--- config.mk ---
export PLATFORM = sky130hd
export DESIGN_NAME = floo_mcast_fork_ctrl_flat
export DESIGN_NICKNAME = d
export VERILOG_FILES = /design/src/rtl/floo_mcast_fork_ctrl_if.sv /design/src/rtl/floo_mcast_fork_ctrl.sv /design/src/flat_wrapper.sv
export SDC_FILE = /design/constraint.sdc
export NUM_CORES = 1
export LEC_CHECK = 0
export BUFFER_PORTS_ARGS = -buffer_cell sky130_fd_sc_hd__buf_2
export CORE_UTILIZATION = 45
export DETAILED_ROUTE_END_ITERATION = 10
export PLACE_DENSITY = 0.74
export SKIP_CTS_REPAIR_TIMING = 1
export SLEW_MARGIN = 15
export SYNTH_ARGS = -nofsm -noshare
export SYNTH_HDL_FRONTEND = slang
export SYNTH_SLANG_ARGS = --single-unit
--- constraint.sdc ---
create_clock -name clk_i -period 3.57 [get_ports clk_i]
set_input_delay 0.357 -clock clk_i [delete_from_list [all_inputs] [get_ports clk_i]]
set_output_delay 0.357 -clock clk_i [all_outputs]
set_load 0.01 [all_outputs]
--- src/rtl/floo_mcast_fork_ctrl_if.sv ---
// Handshake bundle between the route-select stage and the output routes.
// Signal names are given from the fork controller's point of view.
interface floo_mcast_fork_ctrl_if #(
    parameter int unsigned NumRoutes = 5,
    parameter type         flit_t    = logic
);
    logic                 valid_i;
    logic                 ready_o;
    flit_t                channel_i;
    logic [NumRoutes-1:0] route_sel_i;
    logic [NumRoutes-1:0] valid_o;
    logic [NumRoutes-1:0] ready_i;
    flit_t                channel_o;

    // Fork controller side
    modport slave (
        input  valid_i, channel_i, route_sel_i, ready_i,
        output ready_o, valid_o, channel_o
    );

    // Environment side (upstream stage plus output routes)
    modport master (
        output valid_i, channel_i, route_sel_i, ready_i,
        input  ready_o, valid_o, channel_o
    );
endinterface

--- src/rtl/floo_mcast_fork_ctrl.sv ---
// Multicast fork handshake controller: offers one upstream flit to every
// selected output route independently and acknowledges upstream only when
// all selected routes have taken it. Also counts dropped (empty-mask) flits
// and flags/counts stalled forks.

// Protocol checker: upstream must keep the route mask stable while a flit is
// pending and must not withdraw a partially delivered flit.
module floo_mcast_fork_ctrl_chk #(
    parameter int unsigned NumRoutes = 5
) (
    input logic                 clk_i,
    input logic                 rst_ni,
    input logic                 valid_i,
    input logic                 ready_o,
    input logic                 busy_o,
    input logic [NumRoutes-1:0] route_sel_i
);
    a_route_sel_stable: assert property (@(posedge clk_i) disable iff (!rst_ni)
        (valid_i && !ready_o) |=> (!valid_i || (route_sel_i == $past(route_sel_i))))
        else $error("route_sel_i changed while a fork was pending");

    a_valid_held_busy: assert property (@(posedge clk_i) disable iff (!rst_ni)
        busy_o |-> valid_i)
        else $error("valid_i dropped while fork partially delivered");
endmodule

module floo_mcast_fork_ctrl #(
    parameter int unsigned NumRoutes      = 5,
    parameter type         flit_t         = logic,
    parameter int unsigned StallThreshold = 256,
    parameter int unsigned CntWidth       = 16
) (
    input  logic                  clk_i,
    input  logic                  rst_ni,
    floo_mcast_fork_ctrl_if.slave fork_io,
    output logic                  busy_o,
    output logic                  stall_o,
    output logic [CntWidth-1:0]   drop_cnt_o,
    output logic [CntWidth-1:0]   stall_cnt_o
);
    localparam logic [CntWidth-1:0]  CntMax   = {CntWidth{1'b1}};
    localparam logic [CntWidth-1:0]  CntOne   = {{(CntWidth-1){1'b0}}, 1'b1};
    localparam logic [CntWidth-1:0]  StallThr = CntWidth'(StallThreshold);
    localparam logic [NumRoutes-1:0] RtZero   = {NumRoutes{1'b0}};

    logic [NumRoutes-1:0] sent_q, sent_d;
    logic [NumRoutes-1:0] valid_s, acc_s;
    logic                 done_s, drop_s;
    logic [CntWidth-1:0]  blk_q, blk_d;
    logic [CntWidth-1:0]  drop_q, drop_d;
    logic [CntWidth-1:0]  stall_evt_q, stall_evt_d;
    logic                 stall_q, stall_d;
    flit_t                channel_s;

    // Flit is broadcast unchanged to every route.
    assign channel_s         = fork_io.channel_i;
    assign fork_io.channel_o = channel_s;

    // Per-route offer, acceptance and full-delivery detection.
    always_comb begin
        valid_s = {NumRoutes{fork_io.valid_i}} & fork_io.route_sel_i & ~sent_q;
        acc_s   = valid_s & fork_io.ready_i;
        done_s  = fork_io.valid_i & ((fork_io.route_sel_i & ~(sent_q | acc_s)) == RtZero);
        drop_s  = done_s & (fork_io.route_sel_i == RtZero);
    end

    // Next-state for delivery tracking, blocked-cycle and event counters.
    always_comb begin
        sent_d      = sent_q;
        blk_d       = blk_q;
        drop_d      = drop_q;
        stall_evt_d = stall_evt_q;
        // A route_sel change mid-fork masks the history to the new route set.
        if (done_s) begin
            sent_d = RtZero;
        end else if (fork_io.valid_i) begin
            sent_d = (sent_q | acc_s) & fork_io.route_sel_i;
        end else begin
            sent_d = sent_q;
        end
        if (fork_io.valid_i && !done_s) begin
            blk_d = (blk_q == CntMax) ? blk_q : blk_q + CntOne;
        end else begin
            blk_d = {CntWidth{1'b0}};
        end
        if (drop_s && (drop_q != CntMax)) begin
            drop_d = drop_q + CntOne;
        end else begin
            drop_d = drop_q;
        end
        // Stall flag follows the updated blocked count so release clears it next cycle.
        stall_d = (blk_d >= StallThr);
        if (stall_d && !stall_q && (stall_evt_q != CntMax)) begin
            stall_evt_d = stall_evt_q + CntOne;
        end else begin
            stall_evt_d = stall_evt_q;
        end
    end

    // State registers; reset discards any partial delivery and clears counters.
    always_ff @(posedge clk_i or negedge rst_ni) begin
        if (!rst_ni) begin
            sent_q      <= RtZero;
            blk_q       <= {CntWidth{1'b0}};
            drop_q      <= {CntWidth{1'b0}};
            stall_evt_q <= {CntWidth{1'b0}};
            stall_q     <= 1'b0;
        end else begin
            sent_q      <= sent_d;
            blk_q       <= blk_d;
            drop_q      <= drop_d;
            stall_evt_q <= stall_evt_d;
            stall_q     <= stall_d;
        end
    end

    assign fork_io.valid_o = valid_s;
    assign fork_io.ready_o = done_s;
    assign busy_o          = |sent_q;
    assign stall_o         = stall_q;
    assign drop_cnt_o      = drop_q;
    assign stall_cnt_o     = stall_evt_q;

    floo_mcast_fork_ctrl_chk #(
        .NumRoutes (NumRoutes)
    ) u_chk (
        .clk_i       (clk_i),
        .rst_ni      (rst_ni),
        .valid_i     (fork_io.valid_i),
        .ready_o     (done_s),
        .busy_o      (busy_o),
        .route_sel_i (fork_io.route_sel_i)
    );
endmodule

--- src/flat_wrapper.sv ---
// flat-port wrapper written by rule: the top's interface ports become plain ports
module floo_mcast_fork_ctrl_flat 
#(
    parameter int unsigned NumRoutes      = 5,
    parameter type         flit_t         = logic,
    parameter int unsigned StallThreshold = 256,
    parameter int unsigned CntWidth       = 16
)
  (clk_i, rst_ni, busy_o, stall_o, drop_cnt_o, stall_cnt_o, fork_io_valid_i, fork_io_channel_i, fork_io_route_sel_i, fork_io_ready_i, fork_io_ready_o, fork_io_valid_o, fork_io_channel_o);
  floo_mcast_fork_ctrl_if #(.NumRoutes(NumRoutes), .flit_t(flit_t)) fork_io_i ();
  input  logic clk_i;
  input  logic rst_ni;
  output logic busy_o;
  output logic stall_o;
  output logic [CntWidth-1:0] drop_cnt_o;
  output logic [CntWidth-1:0] stall_cnt_o;
  input wire logic [$bits(fork_io_i.valid_i)-1:0] fork_io_valid_i;
  input wire logic [$bits(fork_io_i.channel_i)-1:0] fork_io_channel_i;
  input wire logic [$bits(fork_io_i.route_sel_i)-1:0] fork_io_route_sel_i;
  input wire logic [$bits(fork_io_i.ready_i)-1:0] fork_io_ready_i;
  output wire logic [$bits(fork_io_i.ready_o)-1:0] fork_io_ready_o;
  output wire logic [$bits(fork_io_i.valid_o)-1:0] fork_io_valid_o;
  output wire logic [$bits(fork_io_i.channel_o)-1:0] fork_io_channel_o;
  assign fork_io_i.valid_i = fork_io_valid_i;
  assign fork_io_i.channel_i = fork_io_channel_i;
  assign fork_io_i.route_sel_i = fork_io_route_sel_i;
  assign fork_io_i.ready_i = fork_io_ready_i;
  assign fork_io_ready_o = fork_io_i.ready_o;
  assign fork_io_valid_o = fork_io_i.valid_o;
  assign fork_io_channel_o = fork_io_i.channel_o;
  floo_mcast_fork_ctrl #(.NumRoutes(NumRoutes), .flit_t(flit_t), .StallThreshold(StallThreshold), .CntWidth(CntWidth)) u_core (.clk_i(clk_i), .rst_ni(rst_ni), .fork_io(fork_io_i), .busy_o(busy_o), .stall_o(stall_o), .drop_cnt_o(drop_cnt_o), .stall_cnt_o(stall_cnt_o));
endmodule
==> results by group, run 1 <==
Outcome
  – Run status: complete, no violations

CTS
  – Clk_lat worst skew: 310 ps
  – Clock sinks: 54
  – Num CTS Buffers: 5
  – Reg clk slew, reported paths: 110 ps
  – CTS tree: built
  – Root Buffer: clkbuf_8
  – Clock Path Buffers: 2
  – Total number of H-tree levels: 2

Critical path
  – Slowest library cell on the worst path: or4b_4
  – Crit-path max FO: 13
  – Worst path cell trace: ha_1, nand3_1, nor4_1, mux2_2, or4b_4, o21ai_2, mux2_4
  – Critical Path Start: u_core.blk_q[0]
  – Bufs and invs on worst path: 0
  – Reg2reg start: u_core.blk_q[0]
  – Crit-path max cell delay: 550 ps
  – WP data arrival: 3440 ps
  – Largest delay share family, worst path: simple AND/OR/NAND/NOR gates
  – CP Launch Type: flip-flop
  – Critical path type: reg2reg
  – Data required, critical path: 3760 ps
  – Crit end category: flip-flop

Place
  – Buffers on Ports: 52
  – Final RePlAce weighted congestion: 0.873
  – HPWL Detailed: 4550 um

STA
  – Setup tns final: 0 ps
  – Min cycle time layout: 3250 ps
  – Final period util: 90.9%
  – Final slew viol count: 0
  – Final setup viols: 0
  – Worst hold slack: 118 ps
  – Max-slew headroom: 46.3%
  – Unrepaired setup endpoints after global routing: no
  – Final hold viol count: 0
  – Clock skew after layout: 13.7 ps
  – Max frequency: 308 MHz
  – Worst slew pin tran: 806 ps

Finish
  – Final Net Count: 359
  – Ant diodes: 0
  – Area growth syn-to-layout: 14.8%
  – Share of layout cells above drive strength 1: 21.3%

Synth
  – Syn Std Cell Area: 0.00288 mm^2
  – Most numerous cell in the Yosys netlist: dfrtp_1
  – Syn avg cell area: 9.86 um^2
  – Commonest register cell after synthesis: dfrtp_1
  – Post-synth top area share: 46.9%
  – Distinct cells, synth: 43
  – Sequential area share after synthesis: 46.9%
  – Mapped Cells: 292
  – Asr flop ratio synth: 100%
  – Number of synthesized flops with an enable pin: 0
  – Mapped Nets: 309
  – Post-synth top cells: dfrtp_1, nor2_1, nand2_1
  – Cell taking the most area after synthesis: dfrtp_1
  – Yosys synthesis warning count: 0
  – Synthesized flop and latch total: 54
  – Synth area leaders: dfrtp_1, xor2_1, xnor2_1

Die
  – CORE AREA: 0.00606 mm^2
  – I/O pin cnt: 55
  – Height of the die: 82.0 um
  – Starting density of the core: 47.5%
  – Die X: 82.0 um
  – Rows: 28
  – Die area: 0.00672 mm^2

GRT
  – Initial antenna violation count: 0
  – First-pass GRT wire length: 10,200 um
  – Number of global-route vias before repair: 2,179
  – Grt ovf: 0
  – Largest net degree at the start of global routing: 36
  – Tot GR Track Use: 20.1%

Power and ir drop
  – Internal power: 894 uW
  – Total power: 1210 uW
  – Power density cells: 365 mW/mm^2
  – Leak Pwr: 0.00167 uW
  – Clock network fraction of design power: 34.9%
  – Switching power: 313 uW
  – Sw Ratio: 26.0%
  – Combinational fraction of design power: 10.3%
  – Maximum VDD drop: 0.237 mV
  – Flop pwr share: 54.7%

Routing
  – Wire length per cell: 14.7 um
  – WL final: 6160 um
  – DRC errors left: 0
  – Pre-Repair DR Iteration Count: 4
  – Initial DRC Count: 126
  – DR vias/cell: 5.46
  – Post-DRT Antenna Nets: 0
  – Via count: 2,281

Flow run
  – Max Cap Viol: 0

Worst hold path
  – HP Class: in2async
-- kinds of logic after synthesis --
logic type,after synthesis,synth area share (%)
xor+xnor,42,12.8
fa+ha+maj,3,1.30
buf+inv,15,2.48
simple gates,145,27.9
mux,8,3.04
compound gates,25,5.52
flops,54,46.9
-- worst paths after layout --
check | slack [ps] | cells after the start | to
min reg2reg | 490 | 1 | u_core.stall_cnt_o[6]
min in group clk_i | 320 | 3 | u_core.sent_q[2]
max reg2reg | 320 | 7 | u_core.stall_cnt_o[1]
min | 120 | 1 | u_core.drop_cnt_o[7]
max | 320 | 7 | u_core.stall_cnt_o[1]
max in group asynchronous | 2670 | 2 | u_core.stall_cnt_o[7]
-- state kept, by name (all words and copies together), names as in the netlist --
signal              cells
u_core.blk_q           16
u_core.drop_cnt_o      16
u_core.stall_cnt_o     16
u_core.sent_q           5
u_core.stall_o          1
-- through the flow --
step	utilization [%]	std cells	worst slack, ps	instance area [um^2]
floorplan	-	292	778	2880
global placement	52.6	410	465	3190
detailed placement	52.6	410	373	3190
CTS	54.5	418	346	3300
global route	54.5	418	109	3300
finish	54.5	418	323	3300
-- power by group through the flow --
stage               Sequential (uW)  Clock (uW)  Combinational (uW)
finish                          661         422                 125
global route                    666         460                 141
CTS                             660         433                 127
detailed placement              672           0                 127
global placement                670           0                 122
floorplan                       672           0                67.5
-- cell usage in the layout, fill, tap and decap left out, types with 2 or more instances in the layout --
| master | netlist | layout |
|---|---|---|
| and4_1 | 5 | 5 |
| nand3_1 | 17 | 17 |
| nor2b_1 | 3 | 3 |
| nand4_1 | 15 | 15 |
| clkbuf_8 | 0 | 5 |
| a211oi_1 | 2 | 2 |
| and2_1 | 4 | 4 |
| xor2_1 | 23 | 23 |
| a21o_1 | 2 | 2 |
| buf_2 | 3 | 52 |
| nand2b_1 | 4 | 4 |
| a21oi_1 | 13 | 13 |
| nor3_1 | 9 | 9 |
| nor4_1 | 6 | 6 |
| mux2_2 | 2 | 2 |
| and3_1 | 14 | 14 |
| nand2_1 | 25 | 25 |
| xnor2_1 | 19 | 19 |
| inv_1 | 4 | 4 |
| mux2i_1 | 5 | 5 |
| a32oi_1 | 2 | 2 |
| ha_1 | 3 | 3 |
| nor2_1 | 34 | 34 |
| nor4_4 | 2 | 2 |
| dfrtp_1 | 54 | 54 |
-- metal layers --
| layer | track usage [%] | up-vias | share of wire, % |
|---|---|---|---|
| li1 | - | 1136 | - |
| met1 | 28.3 | 1081 | 49 |
| met2 | 31.0 | 54 | 45 |
| met3 | 2.89 | 10 | 4.6 |
| met4 | 8.42 | 0 | 1.9 |
| met5 | 0 | - | 0 |
-- layout make-up --
class,count,area (um^2)
tap,75,93.8
multi-input combinational,223,1460
inverter,5,18.8
clock buffer,5,68.8
clock inverter,3,47.5
sequential,54,1350
timing repair buffer,53,268
fill,544,2760
Note: power is estimated with default switching activity, not from simulation.
==> run 2, diff against run 1 <==
- CTS_BUF_LIST: unset -> sky130_fd_sc_hd__clkbuf_8
- GPL_TIMING_DRIVEN: unset -> 0
==> run 2 against run 1 <==
Sequential power about the same. Utilization is 0.52 points higher. Worst setup slack improved by 88 ps. Register-to-register slack gained 90 ps. Global-route usage fell by 0.31 points. Clock skew decreased by 7.3 ps. Combinational power hardly changed. Sequential share of layout area fell by 0.38 points. Cell count increased by 2.4%. Via count increased by 1.8%. Hold slack lost 54 ps. Total power shrank 5.1%. Critical path type unchanged.
==> results by group, run 2 (synthesis gave the netlist of run 1 again) <==
Outcome
  – Run status: complete, no violations (unchanged)

CTS
  – Clock Path Buffers: 2 (unchanged)
  – Clk_lat worst skew: 310 ps (about the same)
  – CTS tree: built (unchanged)
  – Root Buffer: clkbuf_8 (unchanged)
  – Total number of H-tree levels: 2 (unchanged)
  – Num CTS Buffers: 5 (unchanged)
  – Clock sinks: 54 (unchanged)
  – Reg clk slew, reported paths: 100 ps (was 110 ps)

Flow run
  – Max Cap Viol: 0 (unchanged)

Power and ir drop
  – Clock network fraction of design power: 31.4% (was 34.9%)
  – Flop pwr share: 57.6% (was 54.7%)
  – Sw Ratio: 26.8% (was 26.0%)
  – Total power: 1150 uW (was 1210 uW)
  – Internal power: 839 uW (was 894 uW)
  – Combinational fraction of design power: 11.0% (was 10.3%)
  – Switching power: 307 uW (was 313 uW)
  – Power density cells: 344 mW/mm^2 (was 365 mW/mm^2)
  – Leak Pwr: 0.00169 uW (was 0.00167 uW)
  – Maximum VDD drop: 0.274 mV (was 0.237 mV)

Critical path
  – WP data arrival: 3370 ps (was 3440 ps)
  – CP Launch Type: flip-flop (unchanged)
  – Critical Path Sink: u_core.stall_cnt_o[1] (unchanged)
  – Critical Path Start: u_core.blk_q[0] (unchanged)
  – R2R cell count: 9 (was 7)
  – Critical path type: reg2reg (unchanged)
  – Data required, critical path: 3780 ps (was 3760 ps)
  – Reg2reg start: u_core.blk_q[0] (unchanged)
  – FF-to-FF End: u_core.stall_cnt_o[1] (unchanged)
  – Flop-to-flop setup slack: 410 ps (was 320 ps)
  – Crit end category: flip-flop (unchanged)
  – Crit-path max FO: 10 (was 13)

Die
  – Die area: 0.00672 mm^2 (unchanged)
  – Die X: 82.0 um (unchanged)
  – Starting density of the core: 47.5% (unchanged)
  – Height of the die: 82.0 um (unchanged)
  – CORE AREA: 0.00606 mm^2 (unchanged)
  – I/O pin cnt: 55 (unchanged)
  – Rows: 28 (unchanged)

Finish
  – Commonest non-fill, non-tap cells in the layout: buf_2, dfrtp_1, nor2_1 (was dfrtp_1, buf_2, nor2_1)
  – Final Net Count: 369 (was 359)
  – Commonest non-fill, non-tap cell in the layout: buf_2 (was dfrtp_1)
  – Register area: 0.00135 mm^2 (unchanged)
  – Multi-input logic area: 0.00146 mm^2 (unchanged)
  – Fillcell total: 555 (was 544)
  – Area growth syn-to-layout: 15.9% (was 14.8%)
  – Ant diodes: 0 (unchanged)
  – Share of layout cells above drive strength 1: 22.1% (was 21.3%)

Routing
  – Via count: 2,322 (was 2,281)
  – Pre-Repair DR Iteration Count: 4 (unchanged)
  – Wire length per cell: 14.1 um (was 14.7 um)
  – DRC errors left: 0 (unchanged)
  – Post-DRT Antenna Nets: 0 (unchanged)
  – DR vias/cell: 5.43 (was 5.46)
  – WL final: 6020 um (was 6160 um)
  – Initial DRC Count: 144 (was 126)

STA
  – Final hold viol count: 0 (unchanged)
  – Final setup viols: 0 (unchanged)
  – Setup tns final: 0 ps (unchanged)
  – Unrepaired setup endpoints after global routing: no (unchanged)
  – Max-slew headroom: 54.9% (was 46.3%)
  – Max frequency: 317 MHz (was 308 MHz)
  – Min cycle time layout: 3160 ps (was 3250 ps)
  – Clock skew after layout: 6.41 ps (was 13.7 ps)
  – Final period util: 88.5% (was 90.9%)
  – Worst hold slack: 64.2 ps (was 118 ps)
  – Final slew viol count: 0 (unchanged)
  – Worst slew pin tran: 671 ps (was 806 ps)

Place
  – Buffers on Ports: 53 (was 52)
  – HPWL Detailed: 4320 um (was 4550 um)
  – Final RePlAce weighted congestion: 0.824 (was 0.873)

GRT
  – Tot GR Track Use: 19.8% (was 20.1%)
  – Number of global-route vias before repair: 2,089 (was 2,179)
  – Grt ovf: 0 (unchanged)
  – Largest net degree at the start of global routing: 55 (was 36)
  – Initial antenna violation count: 0 (unchanged)
  – First-pass GRT wire length: 10,000 um (was 10,200 um)

Worst hold path
  – HP Class: in2async (unchanged)
run 2: cell types whose count changed in the layout (fill, tap and decap cells not counted), sizes merged:
cell | previous run | this run
clkinvlp | 0 | 1
buf | 53 | 59
bufinv | 1 | 0
clkbuf | 5 | 10
inv | 5 | 4
run 2: cell type report:
cell class | count | share of cell area [%]
Sequential cell | 54 | 40.5
Tap cell | 75 | 2.81
Clock inverter | 2 | 0.375
Inverter | 5 | 0.563
Clock buffer | 6 | 2.48
Multi-Input combinational cell | 223 | 43.7
Buffer | 10 | 1.58
Timing Repair Buffer | 53 | 8.03
run 2: metal layers:
layer	part of all wire (%)	wire length, um	global-route usage [%]
met3	5.8	350	4.89
met1	49	2970	28.7
met2	44	2630	28.7
met5	0	0	0
met4	1.2	73	6.67
run 2: worst min path at each step:
stage                     slack, ps  cells past startpoint                  start                     to
final                            60                      1                 rst_ni   u_core.drop_cnt_o[8]
after global routing            130                      1                 rst_ni   u_core.drop_cnt_o[7]
after CTS                       100                      1                 rst_ni   u_core.drop_cnt_o[7]
after detailed placement        450                      1                 rst_ni   u_core.drop_cnt_o[7]
after global placement          470                      1  u_core.stall_cnt_o[6]  u_core.stall_cnt_o[6]
after floorplan                  60                      0                 rst_ni        u_core.blk_q[0]
run 2: power groups by stage:
stage / logic, uW / clock network, uW / registers [uW]
6_report: 126 / 360 / 660
2_1_floorplan: 67.5 / 0 / 672
4_1_cts: 128 / 371 / 660
3_5_place_dp: 128 / 0 / 672
5_1_grt: 143 / 395 / 664
3_3_place_gp: 125 / 0 / 671
run 2: through the flow:
stage / util, % / instance area (um^2) / setup slack, ps / cells
global route: 55.0 / 3340 / 305 / 428
detailed placement: 53.5 / 3240 / 464 / 420
finish: 55.0 / 3340 / 411 / 428
CTS: 55.0 / 3340 / 450 / 428
global placement: 53.4 / 3240 / 478 / 420
floorplan: - / 2880 / 778 / 292
run 2: critical path, stage by stage, from the launching register on:
cell     delay, ps
dfrtp_1        470
ha_1           170
buf_2          180
nand3_1        160
nor4_1         400
mux2_2         400
or4b_4         560
o21ai_2        230
buf_6          180
mux2_4         290
==> run 3, diff against run 2 <==
- PLACE_DENSITY: 0.74 -> 0.72
==> run 3 against run 2 <==
Combinational power is essentially flat. Via count rose by 0.86%. Die area unchanged.
==> results by group, run 3 (synthesis gave the netlist of run 1 again) <==
Power and ir drop
  – Switching power: 307 uW (about the same)
  – Clock network fraction of design power: 30.2% (was 31.4%)
  – Internal power: 821 uW (was 839 uW)
  – Flop pwr share: 58.5% (was 57.6%)
  – Sw Ratio: 27.2% (was 26.8%)
  – Leak Pwr: 0.00169 uW (about the same)
  – Power density cells: 339 mW/mm^2 (was 344 mW/mm^2)
  – Maximum VDD drop: 0.233 mV (was 0.274 mV)
  – Combinational fraction of design power: 11.3% (was 11.0%)

STA
  – Max-slew headroom: 55.2% (was 54.9%)
  – Final period util: 86.8% (was 88.5%)
  – Unrepaired setup endpoints after global routing: no (unchanged)
  – Clock skew after layout: 5.47 ps (was 6.41 ps)
  – Final slew viol count: 0 (unchanged)
  – Setup tns final: 0 ps (unchanged)
  – Final hold viol count: 0 (unchanged)
  – Max frequency: 323 MHz (was 317 MHz)
  – Worst slew pin tran: 667 ps (was 671 ps)
  – Setup WS post-layout: 473 ps (was 411 ps)
  – Min cycle time layout: 3100 ps (was 3160 ps)
  – Final setup viols: 0 (unchanged)

CTS
  – Total number of H-tree levels: 2 (unchanged)
  – Clock sinks: 54 (unchanged)
  – Root Buffer: clkbuf_8 (unchanged)
  – Num CTS Buffers: 5 (unchanged)
  – Reg clk slew, reported paths: 100 ps (about the same)
  – Clk_lat worst skew: 310 ps (about the same)
  – CTS tree: built (unchanged)
  – Clock Path Buffers: 2 (unchanged)

Routing
  – Pre-Repair DR Iteration Count: 4 (unchanged)
  – DR vias/cell: 5.47 (was 5.43)
  – DRC errors left: 0 (unchanged)
  – Via count: 2,342 (was 2,322)
  – Initial DRC Count: 116 (was 144)
  – Wire length per cell: 14.1 um (about the same)
  – Post-DRT Antenna Nets: 0 (unchanged)
  – WL final: 6020 um (about the same)

Finish
  – Share of layout cells above drive strength 1: 22.1% (unchanged)
  – Ant diodes: 0 (unchanged)
  – Design area: 0.00333 mm^2 (was 0.00334 mm^2)
  – Final Net Count: 369 (unchanged)
  – Commonest non-fill, non-tap cells in the layout: buf_2, dfrtp_1, nor2_1 (unchanged)
  – Area growth syn-to-layout: 15.7% (was 15.9%)
  – Final std cells w/o fill: 428 (unchanged)
  – Commonest non-fill, non-tap cell in the layout: buf_2 (unchanged)
  – Fin util: 55.0% (about the same)

Flow run
  – Max Cap Viol: 0 (unchanged)

Critical path
  – Data required, critical path: 3770 ps (was 3780 ps)
  – Critical path type: reg2reg (unchanged)
  – Flop-to-flop setup slack: 470 ps (was 410 ps)
  – Reg2reg start: u_core.blk_q[0] (unchanged)
  – Crit-path max FO: 10 (unchanged)
  – R2R cell count: 9 (unchanged)
  – CP Launch Type: flip-flop (unchanged)
  – FF-to-FF End: u_core.stall_cnt_o[1] (unchanged)
  – Crit end category: flip-flop (unchanged)
  – WP data arrival: 3300 ps (was 3370 ps)

Die
  – Starting density of the core: 47.5% (unchanged)
  – Die area: 0.00672 mm^2 (unchanged)
  – I/O pin cnt: 55 (unchanged)
  – Height of the die: 82.0 um (unchanged)
  – Die X: 82.0 um (unchanged)
  – CORE AREA: 0.00606 mm^2 (unchanged)
  – Rows: 28 (unchanged)

GRT
  – Largest net degree at the start of global routing: 55 (unchanged)
  – Initial antenna violation count: 0 (unchanged)
  – Number of global-route vias before repair: 2,079 (was 2,089)
  – Tot GR Track Use: 19.0% (was 19.8%)
  – First-pass GRT wire length: 9690 um (was 10,000 um)
  – Grt ovf: 0 (unchanged)

Outcome
  – Run status: complete, no violations (unchanged)

Place
  – HPWL Detailed: 4350 um (was 4320 um)
  – Placed Cells: 420 (unchanged)
  – Worst slack, placed: 498 ps (was 464 ps)
  – Buffers on Ports: 53 (unchanged)
  – Post-DP Area: 0.00324 mm^2 (unchanged)
  – Final RePlAce weighted congestion: 0.806 (was 0.824)

Worst hold path
  – HP Class: in2async (unchanged)
## run 3: worst max-delay path by stage
stage                             to             from  slack [ps]
6_report       u_core.stall_cnt_o[1]  u_core.blk_q[0]         470
2_1_floorplan  u_core.stall_cnt_o[1]  u_core.blk_q[0]         780
3_5_place_dp   u_core.stall_cnt_o[1]  u_core.blk_q[0]         500
5_1_grt        u_core.stall_cnt_o[1]  u_core.blk_q[0]         260
4_1_cts        u_core.stall_cnt_o[1]  u_core.blk_q[0]         470
3_3_place_gp   u_core.stall_cnt_o[1]  u_core.blk_q[0]         480
## run 3: worst max-delay path, stage by stage, from the launching register on
cell,delay [ps]
dfrtp_1,470
ha_1,180
buf_2,180
nand3_1,160
nor4_1,330
mux2_2,380
or4b_4,560
o21ai_2,230
buf_6,190
mux2_4,300
## run 3: area by class of cell
cell class / instances / area [um^2]
Buffer: 10 / 52.6
Inverter: 5 / 18.8
Multi-Input combinational cell: 223 / 1460
Sequential cell: 54 / 1350
Fill cell: 557 / 2730
Tap cell: 75 / 93.8
Clock buffer: 5 / 68.8
Timing Repair Buffer: 53 / 268
Clock inverter: 3 / 21.3
## run 3: routing by layer
metal | global-route usage, % | vias up | routed length, um
li1 | - | 1143 | -
met1 | 26.0 | 1143 | 3030
met4 | 5.26 | 0 | 57
met3 | 3.67 | 6 | 248
met2 | 30.6 | 50 | 2690
met5 | 0 | - | 0
## run 3: power groups by stage
stage / logic (uW) / registers, uW / clock network (uW)
floorplan: 67.5 / 672 / 0
global placement: 124 / 672 / 0
detailed placement: 129 / 672 / 0
CTS: 130 / 660 / 349
global route: 144 / 664 / 370
finish: 127 / 661 / 340
## run 3: through the flow
stage	total power, uW	hold slack, ps
after floorplan	739	61.4
after global placement	796	469
after detailed placement	801	444
after CTS	1140	104
after global routing	1180	143
final	1130	67.1
